==> config.mk <==
export PLATFORM = sky130hd
export DESIGN_NAME = mem_port_arbiter
export DESIGN_NICKNAME = d
export VERILOG_FILES = /design/src/rtl/mem_port_arbiter.sv
export SDC_FILE = /design/constraint.sdc
export NUM_CORES = 1
export LEC_CHECK = 0
export BUFFER_PORTS_ARGS = -buffer_cell sky130_fd_sc_hd__buf_4
export CAP_MARGIN = 40
export CORE_AREA = 3 3 122 124
export DETAILED_ROUTE_END_ITERATION = 6
export DIE_AREA = 0 0 125 127
export PLACE_DENSITY_LB_ADDON = 0.15
export SYNTH_ARGS = -nofsm -noshare
export SYNTH_HDL_FRONTEND = slang
export SYNTH_SLANG_ARGS = --single-unit
==> constraint.sdc <==
create_clock -name clk -period 2.3 [get_ports clk]
set_clock_uncertainty 0.05 [all_clocks]
set_input_delay 0 -clock clk [delete_from_list [all_inputs] [get_ports clk]]
set_output_delay 0 -clock clk [all_outputs]
set_load 0.005 [all_outputs]
==> src/rtl/mem_port_arbiter.sv <==
// mem_port_arbiter: one single-port sync memory shared by IF, LS and EXT.
// Define ARB_RR_EN for round-robin arbitration instead of LS > IF > EXT.
module mem_port_arbiter #(
  parameter int ADDR_W  = 32,
  parameter int MEM_LAT = 1,
  parameter int CNT_W   = 4
) (
  input  logic              clk,
  input  logic              rst,
  input  logic              if_req,
  input  logic [ADDR_W-1:0] if_addr,
  output logic              if_gnt,
  output logic              if_done,
  input  logic              ls_req,
  input  logic              ls_we,
  input  logic [3:0]        ls_be,
  input  logic [ADDR_W-1:0] ls_addr,
  input  logic [31:0]       ls_wdata,
  output logic              ls_gnt,
  output logic              ls_done,
  input  logic              ext_req,
  input  logic              ext_we,
  input  logic [3:0]        ext_be,
  input  logic [ADDR_W-1:0] ext_addr,
  input  logic [31:0]       ext_wdata,
  output logic              ext_gnt,
  output logic              ext_done,
  output logic [31:0]       rdata,
  output logic              mem_en,
  output logic              mem_we,
  output logic [3:0]        mem_be,
  output logic [ADDR_W-1:0] mem_addr,
  output logic [31:0]       mem_wdata,
  input  logic [31:0]       mem_rdata,
  output logic              busy,
  output logic [1:0]        owner
);

  typedef enum logic [1:0] {IDLE, ISSUE, WAIT, DONE} state_t;

  localparam logic [1:0] O_NONE = 2'd0;
  localparam logic [1:0] O_IF   = 2'd1;
  localparam logic [1:0] O_LS   = 2'd2;
  localparam logic [1:0] O_EXT  = 2'd3;

  state_t           state;
  logic [CNT_W-1:0] cnt;
  logic [1:0]       win;

`ifdef ARB_RR_EN
  // ptr names the requester the search starts from
  logic [1:0] ptr;

  function automatic logic [1:0] after(input logic [1:0] o);
    logic [1:0] n;
    unique case (o)
      O_LS:    n = O_IF;
      O_IF:    n = O_EXT;
      default: n = O_LS;
    endcase
    return n;
  endfunction

  always_comb begin
    win = O_NONE;
    unique case (ptr)
      O_IF: begin
        if (if_req)       win = O_IF;
        else if (ext_req) win = O_EXT;
        else if (ls_req)  win = O_LS;
      end
      O_EXT: begin
        if (ext_req)     win = O_EXT;
        else if (ls_req) win = O_LS;
        else if (if_req) win = O_IF;
      end
      default: begin
        if (ls_req)       win = O_LS;
        else if (if_req)  win = O_IF;
        else if (ext_req) win = O_EXT;
      end
    endcase
  end
`else
  always_comb begin
    win = O_NONE;
    if (ls_req)       win = O_LS;
    else if (if_req)  win = O_IF;
    else if (ext_req) win = O_EXT;
  end
`endif

  always_ff @(posedge clk) begin
    if (!rst) begin
      state     <= IDLE;
      cnt       <= '0;
      if_gnt    <= 1'b0;
      if_done   <= 1'b0;
      ls_gnt    <= 1'b0;
      ls_done   <= 1'b0;
      ext_gnt   <= 1'b0;
      ext_done  <= 1'b0;
      rdata     <= '0;
      mem_en    <= 1'b0;
      mem_we    <= 1'b0;
      mem_be    <= '0;
      mem_addr  <= '0;
      mem_wdata <= '0;
      busy      <= 1'b0;
      owner     <= O_NONE;
`ifdef ARB_RR_EN
      ptr       <= O_LS;
`endif
    end else begin
      if_gnt   <= 1'b0;
      ls_gnt   <= 1'b0;
      ext_gnt  <= 1'b0;
      if_done  <= 1'b0;
      ls_done  <= 1'b0;
      ext_done <= 1'b0;
      mem_en   <= 1'b0;
      mem_we   <= 1'b0;
      mem_be   <= '0;
      unique case (state)
        IDLE, DONE: begin
          if (win != O_NONE) begin
            state  <= ISSUE;
            busy   <= 1'b1;
            owner  <= win;
            mem_en <= 1'b1;
`ifdef ARB_RR_EN
            ptr    <= after(win);
`endif
            unique case (win)
              O_IF: begin
                if_gnt    <= 1'b1;
                mem_addr  <= if_addr;
                mem_wdata <= '0;
              end
              O_LS: begin
                ls_gnt    <= 1'b1;
                mem_we    <= ls_we;
                mem_be    <= ls_be;
                mem_addr  <= ls_addr;
                mem_wdata <= ls_wdata;
              end
              default: begin
                ext_gnt   <= 1'b1;
                mem_we    <= ext_we;
                mem_be    <= ext_be;
                mem_addr  <= ext_addr;
                mem_wdata <= ext_wdata;
              end
            endcase
          end else begin
            state <= IDLE;
            busy  <= 1'b0;
            owner <= O_NONE;
          end
        end
        ISSUE: begin
          state <= WAIT;
          cnt   <= CNT_W'(MEM_LAT);
        end
        WAIT: begin
          cnt <= cnt - CNT_W'(1);
          if (cnt == CNT_W'(1)) begin
            state    <= DONE;
            rdata    <= mem_rdata;
            if_done  <= (owner == O_IF);
            ls_done  <= (owner == O_LS);
            ext_done <= (owner == O_EXT);
          end
        end
        default: state <= IDLE;
      endcase
    end
  end

endmodule
* Word-level counts from Yosys, hierarchy flattened
Cells that the tools add are included.
Storage, ports and cells: register bits 117, latch bits 0, RAM bits 0, ROM bits 0, bits of input ports 207, output and inout port bits 111, logic and storage cells 53, memories kept 0
Operators by class: add/sub/neg operators 1, multipliers 0, div/mod/pow operators 0, $lt $le $gt $ge 0, equality and inequality tests 10, shifts and indexed selects 0, mux-type cells 16, bitwise operators 0, reductions and logical operators 10
Operators by type and width (number):
- $pmux 32 s2 | 2
- $pmux 4 s2 | 2
- $eq 2x2->1 const B | 5
- $mux 2 | 5
- $eq 2x1->1 const B | 3
- $pmux 2 s3 | 1
- $reduce_and 2->1 | 3
- $reduce_and 3->1 | 2
- $mux 1 | 5
- $eq 4x1->1 const B | 1
- $reduce_bool 2->1 | 2
- $reduce_or 2->1 | 2
- $sub 4x1->4 const B | 1
- $logic_not 2->1 | 1
- $ne 2x2->1 const B | 1
- $pmux 1 s2 | 1

* Depth between registers and ports, before layout
Gate-level depths: netlist of the first run.
depth after elaboration 6, mapped depth 10, gate-level depth less buffers 7

* Worst setup path after synthesis of the first run
Ideal clock, no wire load.
path type reg2reg, start reg state[0], end reg mem_addr[13], setup time 0.133 ns, arrival time 1.408 ns, required time 2.117 ns, setup slack 0.708 ns, stages on the path, launching flop included 10, path buffers 4, clock period less this slack 1.592 ns, path through dfxtp_1 > inv_1 > ha_1 > buf_4 > and2b_1 > buf_4 > buf_6 > buf_12 > nand3_2 > a21oi_2
Between the ends: cells in the longest elaborated chain, start to end 3, elaborated cells between the ends (all ways) 4, those cells by class eq/ne: 1; reduce/logical: 3
RTL lines:
- start, declared | RTL line 46 | state_t state;
- start signal, assigned | RTL line 95 | state <= IDLE;
- start signal, assigned | RTL line 127 | state <= ISSUE;
- start signal, assigned | RTL line 156 | state <= IDLE;
- $eq 2x2->1 or $logic_not 2->1 (tied branches) | RTL line 124 | unique case (state)
- $reduce_or 2->1 * | RTL line 124
- $reduce_and 2->1 (no source line) *
- end signal, assigned | RTL line 137 | mem_addr <= if_addr;
- end signal, assigned | RTL line 144 | mem_addr <= ls_addr;
- end signal, assigned | RTL line 151 | mem_addr <= ext_addr;
- end, declared | RTL line 32 | output logic [ADDR_W-1:0] mem_addr,
Every way passes the cells marked *; elsewhere a longest branch is shown, timed or not. A chain may end at the register's enable or synchronous reset.

* Worst setup path after layout of the first run
start reg state[0], end reg mem_wdata[7]
Between the ends: cells in the longest elaborated chain, start to end 3, elaborated cells between the ends (all ways) 4, those cells by class eq/ne: 1; reduce/logical: 3
RTL lines:
- $eq 2x2->1 or $logic_not 2->1 (tied branches) | RTL line 124
- $reduce_or 2->1 * | RTL line 124
- $reduce_and 2->1 (no source line) *
- end signal, assigned | RTL line 145 | mem_wdata <= ls_wdata;
- end signal, assigned | RTL line 152 | mem_wdata <= ext_wdata;
- end, declared | RTL line 33 | output logic [31:0] mem_wdata,
Marks and branches as above.

==> flow_summary.yaml, run 1 <==
placed_design:
  gp_congestion: 0.831
  hpwl_um: 13500
  post-place-ws_ns: 0.299
  placed_cells: 1050
  port_buffers: 317
  postPlaceCellArea_sq_um: 7770
pwr:
  seq_power_share_pct: 27.4
  combPwrFrac_pct: 45.7
  p_clk_share_pct: 26.9
  powerDensity_nw_per_um2: 1020
  ir_drop_uv: 726
  p_sw_share_pct: 32.1
  p_switching_uw: 3360
  internal_power_uw: 7120
  p_leak_uw: 0.00454
sta:
  period_needed_ns: 2.20
  maxSlewViolCount: 0
  tightestPinTransition_ns: 0.490
  finalCritPeriodShare_pct: 95.9
  finalSetupTns_ns: 0
  max_slew_margin_pct: 67.3
  fmax_mhz: 454
  setup_slack_ns: 0.0950
  finalHoldViolations: 0
  finalSetupViolations: 0
job:
  maxCapViolations: 0
logic_synthesis:
  synthArstFlopShare_pct: 0
  yosysTopAreaCell: "dfxtp_1"
  synthesis.instances: 601
  synth_top_cell_area_share_pct: 43.4
  ys_top_cells_by_area: "dfxtp_1, a221oi_2, a221o_1"
  yosysWarnings: 0
  synth_edf_count: 0
  synth.most_common_cell: "dfxtp_1"
  avgSynthCellArea_sq_um: 8.97
  netlist_area_sq_um: 5390
  ys.flop_type: "dfxtp_1"
  synth-seq-cells: 117
  ys_seq_area_share_pct: 43.4
  yosysUniqueCellTypes: 35
  syn_nets: 814
  synth_common_cells: "dfxtp_1, nand2_1, nand3_1"
routing:
  drc: 0
  avgViaCountPerCell: 5.12
  wl_per_cell_um: 17.0
  antenna_left: 0
  drt_iter0_drc: 301
  dr.pass1.iters: 5
  num_vias: 6486
  routed_wl_um: 21500
floorplanning:
  dieWidth_um: 125
  die_h_um: 127
  placementRows: 43
  start_util_pct: 38.8
  io_pins: 318
  core_sq_um: 13900
  dieArea_sq_um: 15900
worst_setup_path:
  cp_max_fo: 25
  cp.arrival_ns: 2.44
  criticalPathCategory: "flip-flop to flip-flop"
  cp_data_required_time_ns: 2.54
  cpPeakStageDelay_ns: 0.60
  cp_num_buf_inv: 4
  cp_slowest_cell: "dlygate4sd3_1"
  path_cells: "inv_1, ha_1, buf_6, nand2b_2, buf_12, a221oi_2, dlygate4sd3_1, nor2_1"
  cp_top_family: "buffers and inverters"
  cp-end-kind: "flip-flop"
  critical_path.startpoint_type: "flip-flop"
final_layout:
  finalNonFillerCells: 1266
  multiInputGateArea_sq_um: 2640
  fin_util_pct: 74.2
  nFillCells: 976
  drive_gt1_share_pct: 38.3
  postLayoutCellArea_sq_um: 10300
  seq_area_sq_um: 2340
  nets: 1286
  syn2layout_area_growth_pct: 91.0
global_routing:
  grt_pass1_wl_um: 33600
  grt_pass1_vias: 6723
  gr-total-overflow: 0
  antenna_found_initial: 1
  grt_usage_pct: 26.2
  grt_max_degree: 67
outcome:
  status: "finished clean"
cts:
  clockBufferDepth: 2
  cts_sinks: 117
  clk_latency_ns: 0.40
  numCtsBuffers: 17
  clk_pin_slew_ns: 0.06
  cts_tree: "built"
  h-tree-depth: 4
  clock-root-buffer: "clkbuf_16"
hold_path:
  hp-class: "primary input to flip-flop"
-- power groups by stage --
stage	logic, uW	clock network [uW]	registers (uW)
2_1_floorplan	2080	0	2890
6_report	4780	2820	2870
5_1_grt	5210	2960	2930
4_1_cts	4530	2870	2860
3_3_place_gp	3500	0	2870
3_5_place_dp	3570	0	2890
-- logic make-up (layout without fill, tap and decap cells) --
family	Yosys count	after routing	share of synthesized area, %
flip-flops	117	117	43.4
AO/OA/AOI/OAI	179	179	25.9
multiplexers	3	3	0.557
adder cells (fa/ha/maj)	6	6	1.39
other	0	1	0
AND/OR/NAND/NOR	222	222	20.1
buffers and inverters	74	558	8.63
-- state kept, by name (all words and copies together), names as in the netlist --
register,count
busy,1
cnt,4
ext_done,1
ext_gnt,1
if_done,1
if_gnt,1
ls_done,1
ls_gnt,1
mem_addr,32
mem_be,4
mem_en,1
mem_wdata,32
mem_we,1
owner,2
rdata,32
state,2
-- layout make-up --
| cell class | count | area share (%) |
|---|---|---|
| Sequential cell | 117 | 22.7 |
| Antenna cell | 1 | 0.0243 |
| Inverter | 12 | 0.437 |
| Timing Repair Buffer | 515 | 42.8 |
| Clock inverter | 8 | 1.42 |
| Multi-Input combinational cell | 410 | 25.6 |
| Tap cell | 180 | 2.19 |
| Clock buffer | 23 | 4.74 |
-- cell usage in the layout, fill, tap and decap left out, types with 12 or more instances in the layout --
cell / instances
nand2b_1: 32
o21ai_1: 21
inv_1: 12
a221o_1: 32
nor2_1: 42
a221oi_2: 30
clkbuf_16: 18
a21oi_1: 26
dlygate4sd3_1: 183
o21ai_0: 47
buf_4: 324
nand3_1: 55
nand2_1: 71
dfxtp_1: 117
-- layer usage --
metal / track usage, % / up-vias / wire length (um)
met5: 0 / - / 0
met4: 15.1 / 0 / 996
met3: 7.48 / 70 / 1550
met2: 46.3 / 300 / 10800
met1: 27.9 / 3014 / 8230
li1: - / 3102 / -
-- worst register-to-register path: cells and delay by family (launching register included) --
family                   cells  cell delay (ns)
flip-flops                   1             0.33
adder cells (fa/ha/maj)      1             0.32
buffers and inverters        4             1.00
AO/OA/AOI/OAI                1             0.24
AND/OR/NAND/NOR              2             0.16
-- per-stage QoR --
stage,power [uW],hold WS [ns]
after floorplan,4970,0.0804
after detailed placement,6460,0.174
final,10500,0.0655
after global routing,11100,0.136
after global placement,6370,0.165
after CTS,10300,0.0543
-- timing repair --
action	4_1_cts	5_1_grt
hold buffers	183	1
setup endpoints to repair	0	19
buffers inserted	0	0
gates resized for setup	0	8
hold endpoints to repair	108	1
-- worst paths after layout --
kind | from | to | slack, ns | cells past startpoint
hold reg to reg | mem_addr[11] | mem_addr[11] | 0.40 | 2
setup reg to reg | state[0] | mem_wdata[7] | 0.1 | 8
setup / recovery | state[0] | mem_wdata[7] | 0.1 | 8
hold / removal | ext_req | owner[0] | 0.07 | 5
Note: power is estimated with default switching activity, not from simulation.
==> inputs of run 2 (changes only) <==
- ABC_AREA: not set -> 1
==> run 2 against run 1 <==
Synthesized cell count is 35% higher. Combinational power decreased by 9.4%. Critical path depth grew 1. Total power fell by 5.0%. Largest cell class unchanged.
==> flow_summary.yaml, run 2 <==
cts:
  clockBufferDepth: 2
  cts_sinks: 117
  clk_latency_ns: 0.41
  clock-root-buffer: "clkbuf_16"
  cts_tree: "built"
  h-tree-depth: 4
  numCtsBuffers: 17
  clk_pin_slew_ns: 0.05
floorplanning:
  core_sq_um: 13900
  placementRows: 43
  dieArea_sq_um: 15900
  dieWidth_um: 125
  start_util_pct: 38.9
  io_pins: 318
  die_h_um: 127
logic_synthesis:
  synth_common_cells: "nand2_1, nor2_1, dfxtp_1"
  syn_nets: 1022
  synth.most_common_cell: "nand2_1"
  ys_seq_area_share_pct: 43.4
  yosysUniqueCellTypes: 24
  synthesis.instances: 809
  ys.flop_type: "dfxtp_1"
  yosysWarnings: 0
  synthArstFlopShare_pct: 0
  synth_top_cell_area_share_pct: 43.4
  ys_top_cells_by_area: "dfxtp_1, nand2_1, nor2_1"
  synth-seq-cells: 117
  netlist_area_sq_um: 5400
  yosysTopAreaCell: "dfxtp_1"
  synth_edf_count: 0
  avgSynthCellArea_sq_um: 6.67
final_layout:
  multiInputGateArea_sq_um: 2590
  drive_gt1_share_pct: 28.7
  postLayoutCellArea_sq_um: 10600
  syn2layout_area_growth_pct: 95.6
  nets: 1522
  top_regs: "mem_addr (32), mem_wdata (32), rdata (32)"
  final_cell_mix: "buf_4, nand2_1, dlygate4sd3_1"
  final_common_cell: "buf_4"
  nFillCells: 971
  seq_area_sq_um: 2340
hold_path:
  hold_start: "rst"
  hp-class: "primary input to flip-flop"
global_routing:
  grt_pass1_vias: 7428
  antenna_found_initial: 0
  grt_pass1_wl_um: 37100
  grt_max_degree: 66
  gr-total-overflow: 0
  grt_usage_pct: 28.7
pwr:
  powerDensity_nw_per_um2: 943
  p_leak_uw: 0.00528
  ir_drop_uv: 627
  p_sw_share_pct: 34.9
  finalPower_uw: 9960
  p_switching_uw: 3470
  internal_power_uw: 6490
  seq_power_share_pct: 31.4
  combPwrFrac_pct: 43.5
  p_clk_share_pct: 25.1
sta:
  finalSetupTns_ns: 0
  finalSetupViolations: 0
  finalCritPeriodShare_pct: 96.0
  fin_hold_ws_ns: 0.0782
  maxSlewViolCount: 0
  max_slew_margin_pct: 35.9
  fmax_mhz: 453
  setup_slack_ns: 0.0924
  period_needed_ns: 2.21
  tightestPinTransition_ns: 0.952
  finalHoldViolations: 0
  rsz0062_at_grt: "no"
placed_design:
  port_buffers: 317
  post-place-ws_ns: 0.356
  hpwl_um: 13400
  postPlaceCellArea_sq_um: 7890
  gp_congestion: 0.858
worst_setup_path:
  critical_path.startpoint_type: "primary input"
  cp-end-kind: "flip-flop"
  critPathLaunch: "if_req"
  criticalPathCategory: "primary input to flip-flop"
  timing.rr.start: "state[0]"
  cp.arrival_ns: 2.51
  cp_data_required_time_ns: 2.60
  cp_max_fo: 37
outcome:
  status: "finished clean"
routing:
  wl_per_cell_um: 15.8
  drt_iter0_drc: 427
  avgViaCountPerCell: 4.94
  dr.pass1.iters: 5
  drc: 0
  routed_wl_um: 23800
  num_vias: 7414
  antenna_left: 0
job:
  maxCapViolations: 0
run 2: cell types whose count changed after synthesis, sizes merged, moves of 4 or more:
cell and delta:
a22oi -6, inv +40, nand2 +147, nand3 +4
buf -9, nand2b -33, a221o -32, clkbuf +4
a221oi -32, nor2 +96, a21oi +40
run 2: cell families (layout without fill, tap and decap cells):
kind of cell / count (synthesis) / after routing / share of synthesized area, %
AND/OR/NAND/NOR: 431 / 432 / 32.4
AO/OA/AOI/OAI: 146 / 146 / 13.5
flip-flops: 117 / 117 / 43.4
buffers and inverters: 109 / 620 / 9.27
adder cells (fa/ha/maj): 6 / 6 / 1.39
other: 0 / 1 / 0
run 2: repair_timing:
action,CTS,global route
hold endpoints to repair,102,0
endpoints found under the setup margin,0,34
setup buffers,0,6
hold buffers,200,0
gates resized for setup,0,4
run 2: area by class of cell:
type	count	area share [%]
Sequential cell	117	22.2
Clock inverter	10	0.758
Multi-Input combinational cell	584	24.5
Inverter	52	1.88
Tap cell	180	2.13
Antenna cell	1	0.0237
Timing Repair Buffer	537	43.9
Clock buffer	21	4.55
run 2: final timing paths:
path                                 endpoint  slack, ns  depth (start not counted)
worst max-delay path            mem_wdata[29]       0.09                          9
worst max register to register  mem_wdata[29]       0.16                          7
worst min register to register        if_done       0.41                          1
worst min-delay path                rdata[27]       0.08                          3
run 2: metrics by stage:
step	std cells	util [%]
2_1_floorplan	809	-
3_5_place_dp	1262	56.8
5_1_grt	1501	76.0
4_1_cts	1493	75.3
3_3_place_gp	1262	56.8
6_report	1502	76.1
run 2: metal layers:
| layer | up-vias | global-route usage [%] | wire length [um] |
|---|---|---|---|
| li1 | 3574 | - | - |
| met2 | 412 | 49.4 | 11600 |
| met1 | 3324 | 31.4 | 8880 |
| met4 | 0 | 17.2 | 1290 |
| met5 | - | 0 | 0 |
| met3 | 104 | 8.61 | 1960 |
run 2: worst max-delay path, stage by stage:
cell and delay [ns]:
buf_4 0.11, o21ai_0 0.75, ha_4 0.34, buf_4 0.14, nor2_4 0.11, buf_12 0.21, nand2_1 0.10, a21oi_1 0.17
dlygate4sd3_1 0.57
run 2: power groups by stage:
stage	registers [uW]	logic (uW)	clock network (uW)
after floorplan	3150	1810	0
after CTS	3110	4060	2540
after detailed placement	3120	3680	0
after global placement	3120	3670	0
after global routing	3210	4740	2630
final	3130	4330	2500
==> inputs of run 3 (changes only) <==
- CORE_AREA: 3 3 122 124 -> not set
- CORE_ASPECT_RATIO: not set -> 0.5
- CORE_MARGIN: not set -> 3
- CORE_UTILIZATION: not set -> 47
- DIE_AREA: 0 0 125 127 -> not set
==> run 3 against run 2 <==
The run now fails in clock tree synthesis (4_1_cts). Area after synthesis stayed put. Synthesized cell count stayed put.
==> flow_summary.yaml, run 3 <==
outcome:
  tool.error: "[ERROR DPL-0033] detailed placement checks failed during check placement."
  status: "stopped before the end"
  lastStage: "clock tree synthesis (4_1_cts)"
floorplanning:
  start_util_pct: 50.6
  io_pins: 318
  placementRows: 26
  dieWidth_um: 158
  die_h_um: 81.8
logic_synthesis:
  yosysWarnings: 0
  synthArstFlopShare_pct: 0
  yosysUniqueCellTypes: 24
  synth-seq-cells: 117
  syn_nets: 1022
  synthMuxAreaShare_pct: 0
  synth.most_common_cell: "nand2_1"
  synth_edf_count: 0
  ys_seq_area_share_pct: 43.4
  netlist_area_sq_um: 5400
  synth_compound_area_share_pct: 13.5
  yosysTopAreaCell: "dfxtp_1"
  synth_common_cells: "nand2_1, nor2_1, dfxtp_1"
  ys.flop_type: "dfxtp_1"
  synth_fa_ha_area_share_pct: 1.39
  avgSynthCellArea_sq_um: 6.67
  synthesis.instances: 809
  ys_top_cells_by_area: "dfxtp_1, nand2_1, nor2_1"
  synth_top_family_by_area: "simple AND/OR/NAND/NOR gates"
  synth_top_cell_area_share_pct: 43.4
  synthSimpleGateAreaFrac_pct: 32.4
  synth-xor-area-share_pct: 0
cts:
  cts_sinks: 117
  numCtsBuffers: 17
  cts_resized: 0
  postCtsHoldBufs: 204
  clockBufferDepth: 2
  clock-root-buffer: "clkbuf_16"
  postCtsSetupBuffers: 0
  h-tree-depth: 4
placed_design:
  gp_congestion: 0.860
  port_buffers: 317
  hpwl_um: 13100
-- run 3: metrics by stage --
stage                     util (%)  worst slack [ns]  hold WS [ns]  instance area [sq um]  cells
after detailed placement      73.1             0.466         0.180                   7800   1219
after floorplan                  -             0.809        0.0849                   5400    809
after global placement        73.1             0.517         0.172                   7800   1219
-- run 3: kinds of logic after synthesis --
logic type | Yosys count
compound gates | 146
buf+inv | 109
simple gates | 431
flops | 117
fa+ha+maj | 6
==> inputs of run 4 (changes only) <==
- CORE_ASPECT_RATIO: 0.5 -> not set
- CORE_UTILIZATION: 47 -> 40
==> run 4 against run 3 <==
The run now ends clean.
==> flow_summary.yaml, run 4 (synthesis results as in run 2) <==
placed_design:
  gp_congestion: 0.827
  port_buffers: 317
  post-place-ws_ns: 0.344
  postPlaceCellArea_sq_um: 7890
  hpwl_um: 13400
  placed_cells: 1257
sta:
  finalSetupViolations: 0
  fmax_mhz: 451
  rsz0062_at_grt: "no"
  max_slew_margin_pct: 47.3
  finalSetupTns_ns: 0
  period_needed_ns: 2.22
  maxSlewViolCount: 0
  tightestPinTransition_ns: 0.783
  setup_slack_ns: 0.0849
  finalCritPeriodShare_pct: 96.3
  finalHoldViolations: 0
final_layout:
  top_regs: "mem_addr (32), mem_wdata (32), rdata (32)"
  nFillCells: 773
  syn2layout_area_growth_pct: 95.5
  postLayoutCellArea_sq_um: 10600
  diodes: 0
  nets: 1527
  drive_gt1_share_pct: 28.4
  finalNonFillerCells: 1498
  final_common_cell: "buf_4"
  final_cell_mix: "buf_4, nand2_1, dlygate4sd3_1"
worst_setup_path:
  criticalPathCategory: "primary input to flip-flop"
  critical_path.startpoint_type: "primary input"
  cp.arrival_ns: 2.46
  cp_data_required_time_ns: 2.55
  cp_max_fo: 65
  critPathLaunch: "ls_req"
  timing.rr.start: "state[0]"
  regToRegSetupSlack_ns: 0.24
  rr_endpoint: "mem_addr[11]"
  cp-end-kind: "flip-flop"
  worstRegToRegCells: 8
global_routing:
  grt_usage_pct: 33.2
  antenna_found_initial: 0
  gr-total-overflow: 0
  grt_pass1_wl_um: 38700
  grt_max_degree: 66
  grt_pass1_vias: 7899
hold_path:
  hold_start: "rst"
  hp-class: "primary input to flip-flop"
  hold_end: "state[1]"
  hold_depth: 3
floorplanning:
  dieWidth_um: 122
  core_sq_um: 12900
  die_h_um: 122
  io_pins: 318
  placementRows: 41
  dieArea_sq_um: 14900
  start_util_pct: 41.8
cts:
  numCtsBuffers: 17
  clock-root-buffer: "clkbuf_16"
  clockBufferDepth: 2
  clk_latency_ns: 0.42
  cts_sinks: 117
  cts_tree: "built"
  h-tree-depth: 4
  clk_pin_slew_ns: 0.06
pwr:
  ir_drop_uv: 831
  p_switching_uw: 3580
  p_clk_share_pct: 25.6
  internal_power_uw: 6520
  p_leak_uw: 0.00528
  combPwrFrac_pct: 43.2
  powerDensity_nw_per_um2: 957
  seq_power_share_pct: 31.2
  p_sw_share_pct: 35.5
routing:
  num_vias: 7700
  drc: 0
  drt_iter0_drc: 571
  wl_per_cell_um: 16.9
  antenna_left: 0
  dr.pass1.iters: 6
  routed_wl_um: 25300
  avgViaCountPerCell: 5.14
outcome:
  status: "finished clean"
job:
  maxCapViolations: 0
==> run 4: worst max-delay path by stage <==
stage,slack [ns],endpoint,depth (start not counted)
after floorplan,0.81,mem_addr[16],9
after CTS,0.05,mem_addr[15],12
after global placement,0.39,mem_addr[0],9
after global routing,0.04,mem_addr[27],12
final,0.08,mem_addr[1],12
after detailed placement,0.34,mem_addr[27],9
==> run 4: repair_timing <==
item | 4_1_cts | 5_1_grt
hold buffers | 203 | 0
buffers inserted | 0 | 6
endpoints found under the hold margin | 102 | 0
endpoints found under the setup margin | 0 | 32
resized for setup | 0 | 1
==> run 4: worst max-delay path: stages <==
cell	delay [ns]
buf_4	0.11
inv_1	0.06
dlygate4sd3_1	0.55
nand2_1	0.15
ha_4	0.33
clkinv_1	0.09
buf_12	0.20
nand3_1	0.12
nand2_1	0.06
dlygate4sd3_1	0.56
nor2_1	0.13
nor2_1	0.07
==> run 4: metrics by stage <==
step	utilization, %	power [uW]	hold WS (ns)
6_report	81.6	10100	0.0283
5_1_grt	81.6	10600	0.0384
3_5_place_dp	61.0	6810	0.178
3_3_place_gp	61.0	6780	0.174
4_1_cts	81.1	9730	0.00787
2_1_floorplan	-	4960	0.0849
==> run 4: cell type report <==
class,instances,area (sq um),area share (%)
timing repair buffer,542,4650,44.1
clock buffer,22,464,4.40
sequential,117,2340,22.2
multi-input combinational,584,2580,24.4
inverter,52,195,1.85
tap,172,215,2.04
clock inverter,9,104,0.984
==> run 4: power groups by stage <==
| stage | registers (uW) | clock network (uW) | logic, uW |
|---|---|---|---|
| after detailed placement | 3110 | 0 | 3690 |
| after floorplan | 3150 | 0 | 1810 |
| after global placement | 3100 | 0 | 3680 |
| after global routing | 3210 | 2710 | 4720 |
| final | 3150 | 2590 | 4360 |
| after CTS | 3090 | 2590 | 4050 |
==> run 4: metal layers <==
layer / vias up / global-route usage (%) / share of wire (%)
met4: 0 / 22.7 / 6.5
met2: 509 / 57.2 / 49
met3: 141 / 10.6 / 9.5
li1: 3578 / - / -
met5: - / 0 / 0
met1: 3472 / 34.4 / 35
